<file path="src/rtl/instruction_fetch_queue_pkg.sv">
// Package: default sizing constants and entry layout for the instruction fetch queue.
//   DATA_W / PC_W / ADDR_W / DEPTH : default parameter values
//   fetch_entry_t                  : one queued {instruction, pc} pair at default widths
//   is_pow2()                      : elaboration helper for DEPTH legality checks
package instr_fetch_pkg;

    localparam int unsigned DATA_W = 32;
    localparam int unsigned PC_W   = 8;
    localparam int unsigned ADDR_W = 16;
    localparam int unsigned DEPTH  = 4;

    typedef struct packed {
        logic [DATA_W-1:0] instr;
        logic [PC_W-1:0]   pc;
    } fetch_entry_t;

    // True for powers of two that are at least 2.
    function automatic bit is_pow2(input int unsigned v);
        return (v >= 2) && ((v & (v - 1)) == 0);
    endfunction

endpackage

</file>
<file path="src/rtl/instruction_fetch_queue_if.sv">
// Interface: producer/consumer handshake bundle of the instruction fetch queue.
//   master : fetch unit + decode side (drives flush, push data, out_ready)
//   slave  : the queue itself (drives in_ready, head outputs, count)
interface instruction_fetch_queue_if #(
    parameter int unsigned DATA_W = instr_fetch_pkg::DATA_W,
    parameter int unsigned PC_W   = instr_fetch_pkg::PC_W,
    parameter int unsigned ADDR_W = instr_fetch_pkg::ADDR_W,
    parameter int unsigned DEPTH  = instr_fetch_pkg::DEPTH
);

    logic                         flush;
    logic                         in_valid;
    logic                         in_ready;
    logic [DATA_W-1:0]            instruction_in;
    logic [PC_W-1:0]              pc_count;
    logic                         out_valid;
    logic                         out_ready;
    logic [DATA_W-1:0]            instruction_out;
    logic [ADDR_W-1:0]            ram_pc_address_out;
    logic [$clog2(DEPTH+1)-1:0]   count;

    modport master (
        output flush, in_valid, instruction_in, pc_count, out_ready,
        input  in_ready, out_valid, instruction_out, ram_pc_address_out, count
    );

    modport slave (
        input  flush, in_valid, instruction_in, pc_count, out_ready,
        output in_ready, out_valid, instruction_out, ram_pc_address_out, count
    );

endinterface

</file>
<file path="src/rtl/instruction_fetch_queue_ptr_ctrl.sv">
// fifo_ptr_ctrl: read/write pointers and occupancy count of a power-of-two FIFO.
//   clk, reset_n     : clock, asynchronous active-low reset
//   push, pop, flush : qualified enqueue / dequeue / discard-all strobes
//   wr_ptr, rd_ptr   : tail / head slot indices (wrap DEPTH-1 -> 0)
//   count, full, empty : occupancy and its derived flags
module fifo_ptr_ctrl #(
    parameter int unsigned DEPTH = 4
) (
    input  logic                         clk,
    input  logic                         reset_n,
    input  logic                         push,
    input  logic                         pop,
    input  logic                         flush,
    output logic [$clog2(DEPTH)-1:0]     wr_ptr,
    output logic [$clog2(DEPTH)-1:0]     rd_ptr,
    output logic [$clog2(DEPTH+1)-1:0]   count,
    output logic                         full,
    output logic                         empty
);
    import instr_fetch_pkg::*;

    localparam int unsigned PtrW = $clog2(DEPTH);
    localparam int unsigned CntW = $clog2(DEPTH + 1);

    if (!is_pow2(DEPTH)) begin : g_bad_depth
        $error("fifo_ptr_ctrl: DEPTH must be a power of two and >= 2");
    end

    logic [PtrW-1:0] wr_ptr_q, wr_ptr_d;
    logic [PtrW-1:0] rd_ptr_q, rd_ptr_d;
    logic [CntW-1:0] count_q, count_d;

    always_comb begin
        wr_ptr_d = wr_ptr_q;
        rd_ptr_d = rd_ptr_q;
        count_d  = count_q;
        if (flush) begin
            wr_ptr_d = '0;
            rd_ptr_d = '0;
            count_d  = '0;
        end else begin
            // Power-of-two depth: natural overflow of the PtrW-bit add is the wrap.
            if (push) wr_ptr_d = wr_ptr_q + PtrW'(1);
            if (pop)  rd_ptr_d = rd_ptr_q + PtrW'(1);
            if (push && !pop)      count_d = count_q + CntW'(1);
            else if (pop && !push) count_d = count_q - CntW'(1);
        end
    end

    always_ff @(posedge clk or negedge reset_n) begin
        if (!reset_n) begin
            wr_ptr_q <= '0;
            rd_ptr_q <= '0;
            count_q  <= '0;
        end else begin
            wr_ptr_q <= wr_ptr_d;
            rd_ptr_q <= rd_ptr_d;
            count_q  <= count_d;
        end
    end

    assign wr_ptr = wr_ptr_q;
    assign rd_ptr = rd_ptr_q;
    assign count  = count_q;
    assign full   = (count_q == CntW'(DEPTH));
    assign empty  = (count_q == '0);

endmodule

</file>
<file path="src/rtl/instruction_fetch_queue.sv">
// instruction_fetch_queue: FIFO of fetched {instruction, pc} pairs between fetch and decode.
//   clk, reset_n : clock, asynchronous active-low reset
//   bus (slave)  : flush, push side (in_valid/in_ready/instruction_in/pc_count),
//                  pop side (out_valid/out_ready/instruction_out/ram_pc_address_out), count
// Handshake flags come only from registered occupancy, so no combinational path runs
// from out_ready to in_ready and a pushed entry is visible one cycle later.
module instruction_fetch_queue #(
    parameter int unsigned DATA_W = instr_fetch_pkg::DATA_W,
    parameter int unsigned PC_W   = instr_fetch_pkg::PC_W,
    parameter int unsigned ADDR_W = instr_fetch_pkg::ADDR_W,
    parameter int unsigned DEPTH  = instr_fetch_pkg::DEPTH
) (
    input  logic                        clk,
    input  logic                        reset_n,
    instruction_fetch_queue_if.slave    bus
);
    import instr_fetch_pkg::*;

    localparam int unsigned PtrW = $clog2(DEPTH);
    localparam int unsigned CntW = $clog2(DEPTH + 1);

    if (PC_W > ADDR_W) begin : g_bad_widths
        $error("instruction_fetch_queue: PC_W must not exceed ADDR_W");
    end
    if (!is_pow2(DEPTH)) begin : g_bad_depth
        $error("instruction_fetch_queue: DEPTH must be a power of two and >= 2");
    end

    typedef struct packed {
        logic [DATA_W-1:0] instr;
        logic [PC_W-1:0]   pc;
    } entry_t;

    logic [PtrW-1:0] wr_ptr, rd_ptr;
    logic [CntW-1:0] count;
    logic            full, empty;
    logic            push, pop;
    entry_t          mem_q [DEPTH];
    entry_t          mem_d [DEPTH];
    entry_t          head;

    // Flush wins over both sides; full blocks a push even if a pop happens this cycle.
    assign push = bus.in_valid && !full && !bus.flush;
    assign pop  = !empty && bus.out_ready && !bus.flush;

    fifo_ptr_ctrl #(
        .DEPTH (DEPTH)
    ) u_ptr_ctrl (
        .clk     (clk),
        .reset_n (reset_n),
        .push    (push),
        .pop     (pop),
        .flush   (bus.flush),
        .wr_ptr  (wr_ptr),
        .rd_ptr  (rd_ptr),
        .count   (count),
        .full    (full),
        .empty   (empty)
    );

    always_comb begin
        mem_d = mem_q;
        if (push) begin
            mem_d[wr_ptr] = '{instr: bus.instruction_in, pc: bus.pc_count};
        end
    end

    // Storage is left unreset; the empty mask below hides stale contents.
    always_ff @(posedge clk) begin
        mem_q <= mem_d;
    end

    always_comb begin
        head                   = mem_q[rd_ptr];
        bus.in_ready           = !full;
        bus.out_valid          = !empty;
        bus.count              = count;
        bus.instruction_out    = '0;
        bus.ram_pc_address_out = '0;
        if (!empty) begin
            bus.instruction_out    = head.instr;
            bus.ram_pc_address_out = ADDR_W'(head.pc);
        end
    end

endmodule

</file>
<file path="src/flat_wrapper.sv">
// flat-port wrapper written by rule: the top's interface ports become plain ports
module instruction_fetch_queue_flat import instr_fetch_pkg::*;
#(
    parameter int unsigned DATA_W = instr_fetch_pkg::DATA_W,
    parameter int unsigned PC_W   = instr_fetch_pkg::PC_W,
    parameter int unsigned ADDR_W = instr_fetch_pkg::ADDR_W,
    parameter int unsigned DEPTH  = instr_fetch_pkg::DEPTH
)
  (clk, reset_n, bus_flush, bus_in_valid, bus_instruction_in, bus_pc_count, bus_out_ready, bus_in_ready, bus_out_valid, bus_instruction_out, bus_ram_pc_address_out, bus_count);
  instruction_fetch_queue_if #(.DATA_W(DATA_W), .PC_W(PC_W), .ADDR_W(ADDR_W), .DEPTH(DEPTH)) bus_i ();
  input  logic clk;
  input  logic reset_n;
  input wire logic [$bits(bus_i.flush)-1:0] bus_flush;
  input wire logic [$bits(bus_i.in_valid)-1:0] bus_in_valid;
  input wire logic [$bits(bus_i.instruction_in)-1:0] bus_instruction_in;
  input wire logic [$bits(bus_i.pc_count)-1:0] bus_pc_count;
  input wire logic [$bits(bus_i.out_ready)-1:0] bus_out_ready;
  output wire logic [$bits(bus_i.in_ready)-1:0] bus_in_ready;
  output wire logic [$bits(bus_i.out_valid)-1:0] bus_out_valid;
  output wire logic [$bits(bus_i.instruction_out)-1:0] bus_instruction_out;
  output wire logic [$bits(bus_i.ram_pc_address_out)-1:0] bus_ram_pc_address_out;
  output wire logic [$bits(bus_i.count)-1:0] bus_count;
  assign bus_i.flush = bus_flush;
  assign bus_i.in_valid = bus_in_valid;
  assign bus_i.instruction_in = bus_instruction_in;
  assign bus_i.pc_count = bus_pc_count;
  assign bus_i.out_ready = bus_out_ready;
  assign bus_in_ready = bus_i.in_ready;
  assign bus_out_valid = bus_i.out_valid;
  assign bus_instruction_out = bus_i.instruction_out;
  assign bus_ram_pc_address_out = bus_i.ram_pc_address_out;
  assign bus_count = bus_i.count;
  instruction_fetch_queue #(.DATA_W(DATA_W), .PC_W(PC_W), .ADDR_W(ADDR_W), .DEPTH(DEPTH)) u_core (.clk(clk), .reset_n(reset_n), .bus(bus_i));
endmodule
</file>
<file path="config.mk">
export PLATFORM = sky130hd
export DESIGN_NAME = instruction_fetch_queue_flat
export DESIGN_NICKNAME = d
export VERILOG_FILES = /design/src/rtl/instruction_fetch_queue_pkg.sv /design/src/rtl/instruction_fetch_queue_if.sv /design/src/rtl/instruction_fetch_queue_ptr_ctrl.sv /design/src/rtl/instruction_fetch_queue.sv /design/src/flat_wrapper.sv
export SDC_FILE = /design/constraint.sdc
export NUM_CORES = 1
export LEC_CHECK = 0
export CAP_MARGIN = 15
export CORE_MARGIN = 5
export CORE_UTILIZATION = 55
export DETAILED_ROUTE_END_ITERATION = 8
export PLACE_DENSITY_LB_ADDON = 0.15
export SLEW_MARGIN = 0
export SYNTH_ARGS = -nofsm -noshare
export SYNTH_HDL_FRONTEND = slang
export SYNTH_SLANG_ARGS = --single-unit
export TNS_END_PERCENT = 100
</file>
<file path="constraint.sdc">
create_clock -name clk -period 6.3 [get_ports clk]
set_clock_uncertainty 0.15 [all_clocks]
set_input_delay 0.945 -clock clk [delete_from_list [all_inputs] [get_ports clk]]
set_output_delay 0.945 -clock clk [all_outputs]
set_load 0.02 [all_outputs]
</file>
# Word-level counts from Yosys, hierarchy flattened
# Cells that the tools add are included.
[word_totals] input_bits=45 n_memories=0 mem_bits_ro=0 ram_bits=0 register_bits=167 latchBits=0
[op_classes] div_mod_pow=0 muxes=15 n_lt_le_gt_ge=3 bitwise_logic=2 shifts=0 eq_ne=1 reduce_logical=16 n_addsub=4 multipliers=0
[op_table] operator="$bwmux 160" n=1
[op_table] operator="$mux 40" n=3
[op_table] operator="$bmux 40 s2" n=1
[op_table] operator="$demux 40 s2" n=1
[op_table] operator="$mux 32" n=1
[op_table] operator="$mux 3" n=3
[op_table] operator="$mux 2" n=4
[op_table] operator="$mux 8" n=1
[op_table] operator="$logic_and 1x1->1" n=7
[op_table] operator="$ge 3x3->1 const B" n=2
[op_table] operator="$not 2->3" n=2
[op_table] operator="$logic_not 1->1" n=5
[op_table] operator="$add 2x1->2 const B" n=2
[op_table] operator="$reduce_bool 2->1" n=2
[op_table] operator="$add 3x1->3 const B" n=1
[op_table] operator="$eq 3x3->1 const B" n=1
[op_table] operator="$logic_not 3->1" n=1
[op_table] operator="$lt 3x1->1 const B" n=1
[op_table] operator="$reduce_bool 3->1" n=1
[op_table] operator="$sub 3x1->3 const B" n=1

# Depth between registers and ports, before layout
# Gate-level depths: netlist (run 1).
[logic_depth] word_depth=9 ltp_mapped=8

# Modules after synthesis
# A second synthesis (run 1) with hierarchy kept.
[hier_totals] hier_cells=351 area_unflattened_um2=6486.2
[modules_own_cells] module="instruction_fetch_queue" instances=1 area_per_inst_um2=6148.4 cells_each=318
[modules_own_cells] module="fifo_ptr_ctrl" instances=1 area_per_inst_um2=337.8 cells_each=33

# Worst setup path before layout (run 1)
# OpenSTA, ideal clock, no wires.
[synth_path] kind="input-to-reg" start="input bus_in_valid" end="register u_core.mem_q[0] (netlist name) (enable)" slack_ns=3.292 path_stages=4 arrival_ns=2.457 path_cell_list="buf_2 inv_1 nor3_1 and2_1"
[synth_between] elab_chain_len=2
[synth_lines] element="start, declared" line="flat_wrapper.sv:14" text="input wire logic [$bits(bus_i.in_valid)-1:0] bus_in_valid;"
[synth_lines] element="$logic_and 1x1->1 (2 in a row)" line="instruction_fetch_queue.sv:43" text="assign push = bus.in_valid && !full && !bus.flush;"
[synth_lines] element="end signal, assigned" line="instruction_fetch_queue.sv:70" text="mem_q <= mem_d;"
[synth_lines] element="end, declared" line="instruction_fetch_queue.sv:38" text="entry_t mem_q [DEPTH];"
# No other way between the ends.
# A chain may end at the register's enable or synchronous reset.

# Worst setup path after layout (run 1)
[layout_path] start="register u_core.u_ptr_ctrl.rd_ptr_q[0] (netlist: u_core.u_ptr_ctrl.rd_ptr[0])" end="output bus_instruction_out[20]"
[layout_between] elab_chain_len=5
[layout_lines] element="start, declared" line="instruction_fetch_queue_ptr_ctrl.sv:30" text="logic [PtrW-1:0] rd_ptr_q, rd_ptr_d;"
[layout_lines] element="start signal, assigned" line="instruction_fetch_queue_ptr_ctrl.sv:57" text="rd_ptr_q <= rd_ptr_d;"
[layout_lines] element="$not 2->3 (not written as such)" line="instruction_fetch_queue.sv:74" text="head = mem_q[rd_ptr];"
[layout_lines] element="$bmux 40 s2" line="instruction_fetch_queue.sv:74"
[layout_lines] element="$mux 40 (not written as such) (2 in a row)" line="instruction_fetch_queue.sv:74"
[layout_lines] element="$mux 32" line="instruction_fetch_queue.sv:80" text="if (!empty) begin"
[layout_lines] element="end, declared" line="flat_wrapper.sv:20" text="output wire logic [$bits(bus_i.instruction_out)-1:0] bus_instruction_out;"
# No other way between the ends. The select of a mux whose other input is x is not followed.

==> results.md, run 1 <==
* Most common cell in the netlist: edfxtp_1
* Worst Hold Launch: u_core.u_ptr_ctrl.wr_ptr[1]$_DFFE_PN0P_
* Vias in the first global route at 3401
* Vias per inst at 5.59
* Drt wl/cell at 20.2 µm
* Setup crit end kind: output port
* Worst min path class: flip-flop to flip-flop
* Die area at 14400 µm²
* Commonest cells post-synth: edfxtp_1 (160), mux4_2 (40), nor2b_1 (40)
* CTS tree: built
* Fillers at 780
* Initial core utilization at 0.558
* Synth area leader: edfxtp_1
* Ys async rst share at 0.0419
* Buffers on Ports at 89
* Reg2reg path depth at 3
* CORE AREA at 12000 µm²
* Final Hold Vio Count at 0
* Resized cells post-CTS at 0
* CP required at 5.20 ns
* Routability cong. at 0.797
* Pwr/cell area at 433 nW/µm²
* VDD IR max at 282 µV
* Final global-route overflow total at 0
* Post-Route Setup TNS at 0 ns
* CTS buffer count at 17
* Sequential share of the synthesized area at 0.746
* Die Width at 120 µm
* Startpoint class of the critical path: flip-flop
* Final period util at 0.612
* Largest net degree at the start of global routing at 43
* Clock transition at path regs at 0.06 ns
* Post-Synthesis Cells at 327
* Met3 WL at 603 µm
* Worst Hold Depth at 2
* Die H at 120 µm
* CTS Hold Bufs at 0
* Final core utilization at 0.685
* Sequential cell area at 4980 µm²
* Detail Route Antenna Nets at 0
* Synthesized area at 6670 µm²
* Clk buf depth at 2
* DR DRC count at 0
* Critical Path Fanout Max at 42
* Critical Path AT at 2.76 ns
* Diode count at 0
* RR Startpoint: u_core.u_ptr_ctrl.count[0]$_DFFE_PN0P_
* H-tree depth at 4
* Minimum clock period at 3.86 ns
* Leakage at 2.67 nW
* Initial antenna violation count at 0
* FP Rows at 40
* Share of cells above drive strength 1 at 0.191
* CTS Sinks at 167
* Vias at 3226
* Final setup fails at 0
* Worst slew pin tran at 1.11 ns
* Routed met1 length at 4900 µm
* Synth area leaders: edfxtp_1 (72%), mux4_2 (13%), nor2b_1 (3.7%), dfrtp_1 (2.6%), buf_4 (0.90%)
* DP HPWL at 6900 µm
* First-pass GRT wire length at 18500 µm
* Distinct cells, synth at 35
* Mean post-synth cell area at 20.4 µm²
* Slew HR at 0.263
* Buffer count from post-CTS setup fixing at 0
* Hold endpoint: u_core.u_ptr_ctrl.wr_ptr[1]$_DFFE_PN0P_
* Max Used Layer: met4
* Synth Flop Type: edfxtp_1
* Run status: finished, final reports clean
* Multi-input logic area at 1520 µm²
* DRT iter0 DRCs at 229
* EDFF count, synth at 160
* # IOs at 98
* Net count, final at 467
* Layout area overhead at 22.8%
* Seq cells post-synth at 167
* Syn. warnings at 0
* Reg-to-Reg End: u_core.mem_q[31]$_DFFE_PP_
* Post-synth top area share at 0.720
* RSZ-0062 raised after global routing: no
* Max capacitance violation total at 0
* Fmax at 259 MHz
* Clk root buf: clkbuf_16
* Worst-Skew Late Latency at 0.42 ns
* Final-report max-slew violation count at 0
* Setup slack, reg-to-reg at 3.71 ns
* WL met2 at 6070 µm
* Gr usage total at 0.174
* Routed WL at 11700 µm
* DR pass1 iterations at 4
* Crit path kind: flip-flop to output port
-- registers in the layout (all words and copies together) (netlist names) --
name                      cells
u_core.mem_q                160
u_core.u_ptr_ctrl.wr_ptr      2
u_core.u_ptr_ctrl.rd_ptr      2
u_core.u_ptr_ctrl.count       3
-- cell type report --
type                    count  area share
clock buffers              18      0.0524
clock inverters            14      0.0169
multi-input cells         131       0.185
repair buffers             91       0.111
inverters                   9     0.00412
flip-flops and latches    167       0.608
well taps                 147      0.0224
-- cell families after synthesis --
| group | Yosys count | synth area share |
|---|---|---|
| AO/OA/AOI/OAI | 16 | 0.0172 |
| other | 1 | 0.000562 |
| AND/OR/NAND/NOR | 58 | 0.0523 |
| buffers and inverters | 36 | 0.0319 |
| XOR/XNOR | 2 | 0.00263 |
| multiplexers | 42 | 0.139 |
| adder cells (fa/ha/maj) | 5 | 0.0105 |
| flip-flops | 167 | 0.746 |
-- routing by layer --
metal,global-route usage,vias to the layer above
met5,0,-
met4,0.0472,0
met3,0.0627,8
met2,0.292,85
met1,0.215,1680
li1,-,1453
-- placed cells by master (no fill, tap or decap), types with 2 or more instances in the layout --
| cell type | count |
|---|---|
| ha_1 | 4 |
| o31ai_1 | 2 |
| and2_2 | 4 |
| nor2_1 | 7 |
| inv_6 | 7 |
| a21oi_1 | 2 |
| clkdlybuf4s50_1 | 89 |
| inv_1 | 9 |
| edfxtp_1 | 160 |
| o21ai_0 | 3 |
| mux4_2 | 40 |
| clkbuf_16 | 17 |
| clkinvlp_4 | 3 |
| nor2b_1 | 40 |
| xor2_1 | 2 |
| conb_1 | 8 |
| nand3_1 | 2 |
| buf_4 | 2 |
| dfrtp_1 | 5 |
-- worst max-delay path, cell delays in order (launching register included) --
cell and delay, ns:
dfrtp_4 0.99, mux4_2 0.61, nor2b_1 0.15, clkdlybuf4s50_1 0.57
-- through the flow --
step	area (µm²)	hold WS [ns]	power (W)	instances	worst slack (ns)
after global routing	8200	0.518	0.00371	577	2.24
after CTS	8200	0.468	0.00359	577	2.37
after detailed placement	7630	0.454	0.00260	545	2.69
after global placement	7630	0.442	0.00259	545	2.78
final	8200	0.472	0.00355	577	2.44
after floorplan	6700	0.407	0.00212	334	3.29
-- where the power goes --
part / internal [W] / switching [W]
registers: 0.00129 / 0.000135
logic: 0.000599 / 0.000537
clock network: 0.000555 / 0.000432
total: 0.00244 / 0.00110
-- worst max path at each step --
| stage | start | to | slack [ns] | cells after the start |
|---|---|---|---|---|
| after floorplan | bus_in_valid | u_core.mem_q[0]$_DFFE_PP_ | 3.29 | 4 |
| after global placement | bus_in_valid | u_core.mem_q[24]$_DFFE_PP_ | 2.78 | 4 |
| after detailed placement | bus_in_valid | u_core.mem_q[9]$_DFFE_PP_ | 2.69 | 4 |
| after CTS | u_core.u_ptr_ctrl.rd_ptr[0]$_DFFE_PN0P_ | bus_instruction_out[20] | 2.37 | 3 |
| after global routing | u_core.u_ptr_ctrl.rd_ptr[0]$_DFFE_PN0P_ | bus_ram_pc_address_out[1] | 2.24 | 3 |
| final | u_core.u_ptr_ctrl.rd_ptr[0]$_DFFE_PN0P_ | bus_instruction_out[20] | 2.44 | 3 |
Power figures use the tool's default switching activity.
==> run 2, diff against run 1 <==
--- a/config.mk
+++ b/config.mk
@@ -7,7 +7,7 @@
 export LEC_CHECK = 0
 export CAP_MARGIN = 15
 export CORE_MARGIN = 5
-export CORE_UTILIZATION = 55
+export CORE_UTILIZATION = 49
 export DETAILED_ROUTE_END_ITERATION = 8
 export PLACE_DENSITY_LB_ADDON = 0.15
 export SLEW_MARGIN = 0
==> constraint.sdc (replaced) <==
create_clock -name clk -period 3.1 [get_ports clk]
set_clock_uncertainty 0.15 [all_clocks]
set_input_delay 0.465 -clock clk [delete_from_list [all_inputs] [get_ports clk]]
set_output_delay 0.465 -clock clk [all_outputs]
set_load 0.02 [all_outputs]
==> results.md, run 2 (synthesis gave the netlist of run 1 again) <==
* Run status: finished, final reports clean
* Reg2reg path depth at 7
* Vias per inst at 5.27
* Routed met1 length at 4970 µm
* CTS tree: built
* CTS buffer count at 17
* Layout area overhead at 26.6%
* Vias in the first global route at 3385
* Critical Path AT at 2.35 ns
* Diode count at 0
* Worst-Skew Late Latency at 0.41 ns
* RR Startpoint: u_core.u_ptr_ctrl.count[2]$_DFFE_PN0P_
* Initial antenna violation count at 0
* Flip-flop count of the largest register after layout at 160
* Critical path's slowest cell: clkdlybuf4s50_1
* Setup crit end kind: output port
* Vias at 3265
* Worst min path class: input port to async pin
* Clock transition at path regs at 0.06 ns
* Max Used Layer: met4
* CTS Sinks at 167
* Final-report max-slew violation count at 0
* WL met2 at 6000 µm
* Crit path kind: flip-flop to output port
* CP Buf/Inv Count at 2
* Gr usage total at 0.156
* Routed WL at 11800 µm
* H-tree depth at 4
* Tot Pwr at 0.00749 W
* End of the critical path: bus_ram_pc_address_out[5]
* CP required at 2.48 ns
* FP Rows at 42
* # IOs at 98
* Largest net degree at the start of global routing at 41
* Drt wl/cell at 19.0 µm
* RSZ-0062 raised after global routing: no
* Minimum clock period at 2.97 ns
* Final global-route overflow total at 0
* WP depth at 4
* Max capacitance violation total at 0
* Post-Route Setup TNS at 0 ns
* CP cell instances: buf_4, mux4_2, nor2b_1, clkdlybuf4s50_1
* Largest stage delay on the critical path at 0.54 ns
* DRT iter0 DRCs at 210
* Share of cells above drive strength 1 at 0.214
* VDD IR max at 564 µV
* Largest Register: u_core.mem_q
* Net count, final at 481
* Final setup fails at 0
* First-pass GRT wire length at 18600 µm
* Clk root buf: clkbuf_16
* CTS Hold Bufs at 0
* DR pass1 iterations at 4
* Clk buf depth at 2
* Hold Slack at 0.164 ns
* Setup slack, reg-to-reg at 0.46 ns
* Critical Path Fanout Max at 7
* Die area at 16100 µm²
* Delay-heaviest family, CP: buffers and inverters
* Startpoint class of the critical path: flip-flop
* Reg-to-Reg End: u_core.u_ptr_ctrl.count[2]$_DFFE_PN0P_
* DR DRC count at 0
* Routability cong. at 0.780
* Fmax at 337 MHz
* Die Width at 127 µm
* Leakage at 2.77 nW
* DP HPWL at 7150 µm
* Die H at 127 µm
* Most common cell after layout, fill and taps aside: edfxtp_1
* Detail Route Antenna Nets at 0
* Initial core utilization at 0.502
* Most frequent cells in the layout: edfxtp_1 (160), clkdlybuf4s50_1 (89), mux4_2 (40), nor2b_1 (40), clkbuf_16 (17)
* Critical Path Start: u_core.u_ptr_ctrl.rd_ptr[0]$_DFFE_PN0P_
* Met3 WL at 608 µm
* Final period util at 0.958
* CORE AREA at 13300 µm²
* Final Hold Vio Count at 0
* Pwr/cell area at 887 nW/µm²
* Buffers on Ports at 89
[run 2: through the flow]
step	instances	setup WS (ns)	util	instance area, µm²
finish	620	0.131	0.635	8450
global route	620	0.0146	0.635	8450
global placement	586	0.430	0.588	7820
CTS	620	0.0601	0.635	8440
floorplan	334	0.540	-	6700
detailed placement	586	0.326	0.588	7820
[run 2: worst min-delay path by stage]
| stage | cells after the start | start | end |
|---|---|---|---|
| 3_3_place_gp | 2 | u_core.u_ptr_ctrl.wr_ptr[0]$_DFFE_PN0P_ | u_core.u_ptr_ctrl.wr_ptr[0]$_DFFE_PN0P_ |
| 4_1_cts | 1 | reset_n | u_core.u_ptr_ctrl.wr_ptr[0]$_DFFE_PN0P_ |
| 2_1_floorplan | 0 | reset_n | u_core.u_ptr_ctrl.count[0]$_DFFE_PN0P_ |
| 3_5_place_dp | 2 | u_core.u_ptr_ctrl.wr_ptr[1]$_DFFE_PN0P_ | u_core.u_ptr_ctrl.wr_ptr[1]$_DFFE_PN0P_ |
| 6_report | 1 | reset_n | u_core.u_ptr_ctrl.count[0]$_DFFE_PN0P_ |
| 5_1_grt | 1 | reset_n | u_core.u_ptr_ctrl.wr_ptr[0]$_DFFE_PN0P_ |
[run 2: worst reg2reg max path, delay by kind of cell, from the launching register on]
family | cells | cell delay [ns]
flops | 1 | 0.53
fa+ha+maj | 1 | 0.41
simple gates | 4 | 1.01
compound gates | 2 | 0.44
[run 2: area by class of cell]
type                       count  area, µm²
multi-input combinational    131       1520
tap                          176        220
sequential                   167       4980
inverter                       9       33.8
clock inverter                14        183
timing repair buffer         105       1080
fill                         952       4850
clock buffer                  18        429
[run 2: layer usage]
layer / track usage / up-vias
met3: 0.0458 / 18
met1: 0.197 / 1675
met4: 0.0650 / 0
met2: 0.254 / 80
li1: - / 1492
met5: 0 / -
[run 2: timing repair]
item / 4_1_cts / 5_1_grt
endpoints found under the setup margin: 10 / 2
buffers inserted: 2 / 0
resized for setup: 0 / 1
[run 2: power by group]
group          switching [W]  internal, W  total, W
Combinational        0.00129      0.00134   0.00263
Clock               0.000805      0.00134   0.00214
Sequential          0.000102      0.00262   0.00272
Total                0.00220      0.00529   0.00749
==> run 3, diff against run 2 <==
==> constraint.sdc (replaced) <==
create_clock -name clk -period 3.1 [get_ports clk]
set_clock_uncertainty 0.15 [all_clocks]
set_input_delay 0.31 -clock clk [delete_from_list [all_inputs] [get_ports clk]]
set_output_delay 0.31 -clock clk [all_outputs]
set_load 0.02 [all_outputs]
==> results.md, run 3 (synthesis gave the netlist of run 1 again) <==
* DR DRC count at 0
* Layout area overhead at 26.1%
* Setup crit end kind: output port
* Startpoint class of the critical path: flip-flop
* Hold Slack at 0.377 ns
* Post-Route Setup TNS at 0 ns
* Clk buf depth at 2
* Initial antenna violation count at 0
* DP HPWL at 7410 µm
* Leakage at 2.77 nW
* Routed WL at 12300 µm
* Critical Path Fanout Max at 13
* Max capacitance violation total at 0
* Flip-flop count of the largest register after layout at 160
* CTS Sinks at 167
* Share of cells above drive strength 1 at 0.202
* Vias at 3287
* Most common cell after layout, fill and taps aside: edfxtp_1
* RSZ-0062 raised after global routing: no
* Net count, final at 486
* Clock transition at path regs at 0.06 ns
* VDD IR max at 503 µV
* H-tree depth at 4
* Buffers on Ports at 89
* Pwr/cell area at 876 nW/µm²
* Run status: finished, final reports clean
* Final Hold Vio Count at 0
* Diode count at 0
* Detail Route Antenna Nets at 0
* Die area at 16100 µm²
* FP Rows at 42
* Vias in the first global route at 3522
* Most frequent cells in the layout: edfxtp_1 (160), clkdlybuf4s50_1 (89), mux4_2 (40), nor2b_1 (40), clkbuf_16 (17)
* Worst-Skew Late Latency at 0.41 ns
* CP required at 2.64 ns
* Final global-route overflow total at 0
* Largest Register: u_core.mem_q
* CTS buffer count at 17
* Initial core utilization at 0.502
* DR pass1 iterations at 4
* Final-report max-slew violation count at 0
* First-pass GRT wire length at 19400 µm
* DRT iter0 DRCs at 257
* CORE AREA at 13300 µm²
* Die Width at 127 µm
* Clk root buf: clkbuf_16
* Minimum clock period at 2.89 ns
* Final setup fails at 0
* Worst min path class: input port to flip-flop
* Finished layout cell area at 8420 µm²
* Final period util at 0.932
* Fillers at 927
* Largest net degree at the start of global routing at 41
* Routability cong. at 0.695
* # IOs at 98
* Vias per inst at 5.29
* Drt wl/cell at 19.9 µm
* Die H at 127 µm
* Critical Path AT at 2.43 ns
* CTS tree: built
* Resized cells post-CTS at 0
* Crit path kind: flip-flop to output port
* Gr usage total at 0.162
* Final core utilization at 0.633
* Area after DPL at 7810 µm²
* Fmax at 346 MHz
-- run 3: final timing paths --
path                                                               from                                      end  slack (ns)  depth (start not counted)
worst max-delay path            u_core.u_ptr_ctrl.rd_ptr[0]$_DFFE_PN0P_                bus_ram_pc_address_out[3]        0.21                          4
worst min-delay path                             bus_instruction_in[30]               u_core.mem_q[78]$_DFFE_PP_        0.38                          1
worst max register to register   u_core.u_ptr_ctrl.count[2]$_DFFE_PN0P_   u_core.u_ptr_ctrl.count[2]$_DFFE_PN0P_        0.47                          7
worst min register to register  u_core.u_ptr_ctrl.wr_ptr[1]$_DFFE_PN0P_  u_core.u_ptr_ctrl.wr_ptr[1]$_DFFE_PN0P_        0.47                          2
max in group asynchronous                                       reset_n  u_core.u_ptr_ctrl.rd_ptr[0]$_DFFE_PN0P_        1.94                          2
min in group asynchronous                                       reset_n   u_core.u_ptr_ctrl.count[2]$_DFFE_PN0P_        0.58                          2
-- run 3: where the power goes --
part	total [W]	switching [W]	internal [W]	leakage (nW)
clock	0.00199	0.000750	0.00124	0.265
sequential	0.00272	0.0000958	0.00262	1.54
combinational	0.00267	0.00132	0.00135	0.967
-- run 3: layout make-up --
type                       instances  area (µm²)  area share
timing repair buffer             110        1110       0.132
multi-input combinational        131        1520       0.180
sequential                       167        4980       0.592
inverter                           9        33.8     0.00401
tap                              176         220      0.0262
clock buffer                      21         440      0.0523
clock inverter                     7         106      0.0126
-- run 3: worst max-delay path: stages, from the launching register on --
cell             delay (ns)
dfrtp_4                0.53
buf_4                  0.26
mux4_2                 0.53
nor2b_1                0.15
clkdlybuf4s50_1        0.55
-- run 3: layer usage --
metal,track usage,vias to the layer above,wire length (µm)
met2,0.264,104,6160
met5,0,-,0
li1,-,1489,-
met1,0.205,1676,5090
met3,0.0488,18,836
met4,0.0681,0,264
-- run 3: per-stage QoR --
step,power (W),worst slack [ns],instances
floorplan,0.00432,0.540,334
global placement,0.00540,0.535,585
detailed placement,0.00541,0.475,585
CTS,0.00742,0.0539,614
global route,0.00773,0.101,621
finish,0.00737,0.212,621
-- run 3: timing repair --
item                                   in CTS  in global routing
hold buffers                                1                  0
setup buffers                               0                  7
endpoints found under the hold margin       1                  0
setup endpoints to repair                   0                  5
